[src/rtl/mc_pkg.sv]
// Shared constants and state type for the multi-cycle MIPS controller.
// Opcode/funct encodings, ALU control codes and the FSM state enum.
package mc_pkg;

    localparam int ALU_W = 5;

    localparam logic [5:0] OP_RTYPE = 6'b000000;
    localparam logic [5:0] OP_LW    = 6'b100011;
    localparam logic [5:0] OP_SW    = 6'b101011;
    localparam logic [5:0] OP_ADDI  = 6'b001000;
    localparam logic [5:0] OP_BEQ   = 6'b000100;
    localparam logic [5:0] OP_BNE   = 6'b000101;
    localparam logic [5:0] OP_J     = 6'b000010;

    localparam logic [5:0] FN_ADD = 6'b100000;
    localparam logic [5:0] FN_SUB = 6'b100010;
    localparam logic [5:0] FN_AND = 6'b100100;
    localparam logic [5:0] FN_OR  = 6'b100101;
    localparam logic [5:0] FN_SLT = 6'b101010;
    localparam logic [5:0] FN_SLL = 6'b000000;
    localparam logic [5:0] FN_SRL = 6'b000010;

    localparam logic [ALU_W-1:0] ALU_ADD = 5'd0;
    localparam logic [ALU_W-1:0] ALU_SUB = 5'd1;
    localparam logic [ALU_W-1:0] ALU_AND = 5'd2;
    localparam logic [ALU_W-1:0] ALU_OR  = 5'd3;
    localparam logic [ALU_W-1:0] ALU_SLT = 5'd4;
    localparam logic [ALU_W-1:0] ALU_SLL = 5'd5;
    localparam logic [ALU_W-1:0] ALU_SRL = 5'd6;

    typedef enum logic [3:0] {
        S_FETCH,
        S_DECODE,
        S_RTYPE,
        S_RTYPE_WB,
        S_MEMADR,
        S_MEMRD,
        S_MEM_WB,
        S_MEMWR,
        S_ADDI_EX,
        S_ADDI_WB,
        S_BRANCH,
        S_JUMP,
        S_ILLEGAL
    } state_t;

    function automatic logic is_shift(input logic [5:0] fn);
        return (fn == FN_SLL) || (fn == FN_SRL);
    endfunction

endpackage

[src/rtl/mc_alu_decoder.sv]
// R-type funct to ALU control decoder with a funct-valid flag.
// Shared by the RTYPE execute step and the illegal-instruction check.
module mc_alu_decoder
    import mc_pkg::*;
(
    input  logic [5:0]       funct,
    output logic [ALU_W-1:0] alu_op,
    output logic             funct_ok
);

    always_comb begin
        alu_op   = ALU_ADD;
        funct_ok = 1'b1;
        unique case (funct)
            FN_ADD:  alu_op = ALU_ADD;
            FN_SUB:  alu_op = ALU_SUB;
            FN_AND:  alu_op = ALU_AND;
            FN_OR:   alu_op = ALU_OR;
            FN_SLT:  alu_op = ALU_SLT;
            FN_SLL:  alu_op = ALU_SLL;
            FN_SRL:  alu_op = ALU_SRL;
            default: funct_ok = 1'b0;
        endcase
    end

endmodule

[src/rtl/multicycle_controller.sv]
// Multi-cycle MIPS control FSM for a shared-memory datapath.
// Define MULTICYCLE_PERF_EN to add cycle_count/instr_count outputs.
module multicycle_controller
    import mc_pkg::*;
#(
    parameter int ALUC_W        = 5,
    parameter bit MEM_HANDSHAKE = 1'b1
) (
    input  logic              clk,
    input  logic              rst,
    input  logic [5:0]        opcode,
    input  logic [5:0]        funct,
    input  logic              zero,
    input  logic              mem_ready,
    output logic              pc_write,
    output logic [1:0]        pc_src,
    output logic              iord,
    output logic              mem_read,
    output logic              mem_write,
    output logic              ir_write,
    output logic              reg_dst,
    output logic              mem_to_reg,
    output logic              reg_write,
    output logic [1:0]        alu_src_a,
    output logic [1:0]        alu_src_b,
    output logic [ALUC_W-1:0] alu_ctrl,
    output logic              illegal,
    output logic              instr_done
`ifdef MULTICYCLE_PERF_EN
    ,
    output logic [31:0]       cycle_count,
    output logic [31:0]       instr_count
`endif
);

    state_t           state_q;
    state_t           state_d;
    logic [ALU_W-1:0] alu_op;
    logic [ALU_W-1:0] alu_sel;
    logic             funct_ok;
    logic             mem_ok;

    assign mem_ok = MEM_HANDSHAKE ? mem_ready : 1'b1;

    mc_alu_decoder u_alu_dec (
        .funct    (funct),
        .alu_op   (alu_op),
        .funct_ok (funct_ok)
    );

    always_comb begin
        state_d = state_q;
        unique case (state_q)
            S_FETCH:   if (mem_ok) state_d = S_DECODE;
            S_DECODE: begin
                unique case (opcode)
                    OP_RTYPE:     state_d = S_RTYPE;
                    OP_LW, OP_SW: state_d = S_MEMADR;
                    OP_ADDI:      state_d = S_ADDI_EX;
                    OP_BEQ,
                    OP_BNE:       state_d = S_BRANCH;
                    OP_J:         state_d = S_JUMP;
                    default:      state_d = S_ILLEGAL;
                endcase
            end
            S_RTYPE:   state_d = funct_ok ? S_RTYPE_WB : S_ILLEGAL;
            S_MEMADR:  state_d = (opcode == OP_LW) ? S_MEMRD : S_MEMWR;
            S_MEMRD:   if (mem_ok) state_d = S_MEM_WB;
            S_MEMWR:   if (mem_ok) state_d = S_FETCH;
            S_ADDI_EX: state_d = S_ADDI_WB;
            default:   state_d = S_FETCH;
        endcase
        if (rst) state_d = S_FETCH;
    end

    always_ff @(posedge clk) begin
        state_q <= state_d;
    end

    always_comb begin
        pc_write   = 1'b0;
        pc_src     = 2'd0;
        iord       = 1'b0;
        mem_read   = 1'b0;
        mem_write  = 1'b0;
        ir_write   = 1'b0;
        reg_dst    = 1'b0;
        mem_to_reg = 1'b0;
        reg_write  = 1'b0;
        alu_src_a  = 2'd0;
        alu_src_b  = 2'd0;
        alu_sel    = ALU_ADD;
        illegal    = 1'b0;
        instr_done = 1'b0;
        unique case (state_q)
            S_FETCH: begin
                mem_read  = 1'b1;
                alu_src_b = 2'd1;
                ir_write  = mem_ok;
                pc_write  = mem_ok;
            end
            S_DECODE:  alu_src_b = 2'd3;
            S_RTYPE: begin
                alu_src_a = is_shift(funct) ? 2'd2 : 2'd1;
                alu_sel   = alu_op;
            end
            S_RTYPE_WB: begin
                reg_write  = 1'b1;
                reg_dst    = 1'b1;
                instr_done = 1'b1;
            end
            S_MEMADR, S_ADDI_EX: begin
                alu_src_a = 2'd1;
                alu_src_b = 2'd2;
            end
            S_MEMRD: begin
                mem_read = 1'b1;
                iord     = 1'b1;
            end
            S_MEM_WB: begin
                reg_write  = 1'b1;
                mem_to_reg = 1'b1;
                instr_done = 1'b1;
            end
            S_MEMWR: begin
                mem_write  = 1'b1;
                iord       = 1'b1;
                instr_done = mem_ok;
            end
            S_ADDI_WB: begin
                reg_write  = 1'b1;
                instr_done = 1'b1;
            end
            S_BRANCH: begin
                alu_src_a  = 2'd1;
                alu_sel    = ALU_SUB;
                pc_src     = 2'd1;
                pc_write   = (opcode == OP_BEQ) ? zero : ~zero;
                instr_done = 1'b1;
            end
            S_JUMP: begin
                pc_src     = 2'd2;
                pc_write   = 1'b1;
                instr_done = 1'b1;
            end
            S_ILLEGAL: illegal = 1'b1;
            default: ;
        endcase
        // Reset suppresses every side effect of the current state at once.
        if (rst) begin
            pc_write   = 1'b0;
            ir_write   = 1'b0;
            mem_write  = 1'b0;
            reg_write  = 1'b0;
            illegal    = 1'b0;
            instr_done = 1'b0;
        end
    end

    assign alu_ctrl = ALUC_W'(alu_sel);

`ifdef MULTICYCLE_PERF_EN
    logic [31:0] cycle_count_q;
    logic [31:0] cycle_count_d;
    logic [31:0] instr_count_q;
    logic [31:0] instr_count_d;

    always_comb begin
        cycle_count_d = cycle_count_q + 32'd1;
        instr_count_d = instr_count_q + {31'd0, instr_done};
    end

    always_ff @(posedge clk) begin
        if (rst) begin
            cycle_count_q <= 32'd0;
            instr_count_q <= 32'd0;
        end else begin
            cycle_count_q <= cycle_count_d;
            instr_count_q <= instr_count_d;
        end
    end

    assign cycle_count = cycle_count_q;
    assign instr_count = instr_count_q;
`endif

endmodule

[config.mk]
export PLATFORM = sky130hd
export DESIGN_NAME = multicycle_controller
export DESIGN_NICKNAME = d
export VERILOG_FILES = /design/src/rtl/mc_pkg.sv /design/src/rtl/mc_alu_decoder.sv /design/src/rtl/multicycle_controller.sv
export SDC_FILE = /design/constraint.sdc
export NUM_CORES = 1
export LEC_CHECK = 0
export CORE_ASPECT_RATIO = 0.5
export CORE_MARGIN = 3
export CORE_UTILIZATION = 30
export DETAILED_ROUTE_END_ITERATION = 8
export PLACE_DENSITY = 0.61
export SLEW_MARGIN = 10
export SYNTH_ARGS = -nofsm -noshare
export SYNTH_HDL_FRONTEND = slang
export SYNTH_SLANG_ARGS = --single-unit
[constraint.sdc]
create_clock -name clk -period 2.3 [get_ports clk]
set_clock_uncertainty 0.1 [all_clocks]
set_input_delay 0.69 -clock clk [delete_from_list [all_inputs] [get_ports clk]]
set_output_delay 0.69 -clock clk [all_outputs]
set_load 0.03 [all_outputs]
==> impl_metrics.tcl <==
set metrics [dict create \
    status "finished with violations" \
    violations "setup timing" \
    p_per_area_nw_per_um2 761.3 \
    start_kind "input pin" \
    synthSimpleGateAreaFrac_pct 39.56 \
    num_vias 1280 \
    die_area_um2 3325 \
    fp.dieW_um 78.61 \
    endpoint_kind "output port" \
    finalWeightedCongestion 0.8598 \
    antenna_found_initial 0 \
    synth_top_family_by_area "simple AND/OR/NAND/NOR gates" \
    place_ws_ns -1.069 \
    async_flop_share_pct 0 \
    drt.antenna.violating_nets 0 \
    drive_gt1_share_pct 61.62 \
    max_freq_mhz 381.8 \
    r2r_slack_ns 0.45 \
    core-area_um2 2357 \
    regMostFlops "state_q" \
    fp.dieH_um 42.31 \
    grt-ovfl-total 0 \
    synth_edf_count 0 \
    grt_usage_pct 20.47 \
    insertion_delay_ns 0.22 \
    max-cap-violations 0 \
    yosys_warnings 0 \
    nets 216 \
    numPortBuffers 34 \
    ir_worst_vdd_mv 0.3421 \
    drtIter0Drc 59 \
    hold_path_end "state_q[3]$_SDFFE_PP0P_" \
    initial_core_util_pct 33.55 \
    reg2reg_from "state_q[3]$_SDFFE_PP0P_" \
    ys_ff_latch 4 \
    setup_viol 7 \
    final_util_pct 74.47 \
    reg2reg_depth 5 \
    worstPathArrival_ns 1.83 \
    finalCriticalPeriod_ns 2.619 \
    finalHoldViolCount 0 \
    cts_tree "built" \
    largestRegisters "state_q x4" \
    synth-compound-area-share_pct 34.65 \
    critical_path_class "input pin to output port" \
    boundaryPins 37 \
    place_inst 216 \
    slew_violations 0 \
    reg2reg_to "state_q[3]$_SDFFE_PP0P_" \
    cts_buffers 3 \
    clkTransAtPathRegs_ns 0.03 \
    diodes 0 \
    synth.avg_cell_area_um2 6.482 \
    vias_per_cell 5.494 \
    synth.distinct_cells 43 \
    synth-adder-area-share_pct 0 \
    rsz0062_at_grt "yes" \
    grt_pass1_vias 1177 \
    largest_register_ffs 4 \
    critPathMaxFanout 2 \
    setup_ws_ns -0.3194 \
    htree_levels 1 \
    synthesis.area_um2 790.8 \
    period_share_pct 113.9 \
    cts.sinks 4 \
    hold_class "register to register" \
    synth_xor_area_share_pct 3.323 \
    rows 12 \
    clockRootBuffer "clkbuf_8" \
    p_leak_nw 0.7434 \
    min-delay-start "state_q[3]$_SDFFE_PP0P_" \
    grt_pass1_wl_um 5478 \
    fin_total_pwr_mw 1.336 \
    drc 0 \
    area_growth_pct 122.0 \
    drt-pass1-iter-count 4 \
    synth_mux_area_share_pct 2.848 \
    synthesis.instances 122 \
    grt_max_degree 16 \
    wl_um 3579 \
    yosysSeqAreaShare_pct 10.13 \
    ys.flop_type "dfxtp_1" \
    max-clock-path-buffers 2 \
    avgRoutedWirePerCell_um 15.36 \
    dpl.hpwl_um 2296 \
    hold-path-cell-count 3 \
    crit_required_ns 1.51 \
    finalNonFillerCells 233 \
]
==> metal layers <==
metal  part of all wire, %  vias up  GRT usage [%]  wire length, um
li1                      -      614              -                -
met1                    43      589          26.77             1527
met2                    47       69          34.91             1698
met3                   8.4        8          3.433              301
met4                   1.5        0          5.226               52
met5                     0        -              0                0
==> cell usage in the layout (no fill, tap or decap), types with 3 or more instances in the layout <==
cell type,n
buf_4,47
buf_6,22
nor2_1,8
a21oi_1,5
buf_2,5
nor2_2,4
a21oi_2,4
a31oi_1,4
nand2_1,4
nand2b_1,4
dfxtp_2,4
nor3_1,3
inv_1,3
nor2_4,3
o21ai_2,3
a21o_1,3
nor4_1,3
clkbuf_8,3
dlygate4sd2_1,3
==> report_power, final <==
group / total [mW] / switching (mW) / internal (mW)
Sequential: 0.116 / 0.0232 / 0.0932
Clock: 0.154 / 0.0421 / 0.112
Combinational: 1.07 / 0.551 / 0.515
Total: 1.34 / 0.617 / 0.720
==> synth_stat cells, drive strengths merged (3+ instances only) <==
cell | number | area share, %
nor2 | 15 | 7.1
a21oi | 10 | 6.3
clkbuf | 6 | 2.8
nor3 | 6 | 3.8
buf | 5 | 3.8
inv | 5 | 2.4
nand2 | 5 | 2.4
nand2b | 5 | 4.0
nor4 | 5 | 4.0
o21ai | 5 | 3.2
a31oi | 4 | 3.2
dfxtp | 4 | 10
a21o | 3 | 2.8
nor2b | 3 | 2.4
or3 | 3 | 2.4
or4 | 3 | 2.8
==> area by class of cell <==
type	instances	area, um^2
fill	181	601.8
inverter	5	26.28
clock buffer	3	41.29
sequential	4	85.08
tap	35	43.79
multi-input combinational	103	834.6
timing repair buffer	83	724.4
==> cells by family after synthesis <==
| family | Yosys count |
|---|---|
| multiplexers | 2 |
| other | 1 |
| buffers and inverters | 16 |
| XOR/XNOR | 3 |
| flip-flops | 4 |
| AND/OR/NAND/NOR | 56 |
| AO/OA/AOI/OAI | 40 |
==> through the flow <==
| step | hold WS [ns] | TNS [ns] | instance area [um^2] |
|---|---|---|---|
| 2_1_floorplan | 0.5143 | -0.6141 | 865.8 |
| 3_3_place_gp | 0.6500 | -5.486 | 1415 |
| 3_5_place_dp | 0.6355 | -5.456 | 1415 |
| 4_1_cts | 0.5887 | -1.598 | 1627 |
| 5_1_grt | 0.6446 | -1.970 | 1755 |
| 6_report | 0.6290 | -1.667 | 1755 |
==> what timing repair did <==
| item | in CTS | in global routing |
|---|---|---|
| resized for setup | 84 | 26 |
| pin swaps | 18 | 11 |
| endpoints found under the setup margin | 12 | 11 |
| buffers inserted | 6 | 8 |
| hold buffers | 0 | 0 |
==> worst max path at each step <==
stage                             from            to  slack [ns]  cells after the start
4_1_cts                       funct[2]  alu_src_a[0]       -0.33                      6
2_1_floorplan  state_q[2]$_SDFFE_PP0P_    instr_done       -0.21                      4
6_report                      funct[2]  alu_src_a[0]       -0.32                      6
5_1_grt                       funct[2]  alu_src_a[0]       -0.36                      6
3_5_place_dp                  funct[0]  alu_src_a[0]       -1.07                      6
3_3_place_gp                  funct[0]  alu_src_a[0]       -1.06                      6
==> worst max-delay path: stages <==
cell and delay, ns:
buf_6 0.09, or3_4 0.39, o31a_1 0.32, o21ai_2 0.14, a21oi_2 0.07, buf_6 0.14
Note: power is estimated with default switching activity, not from simulation.
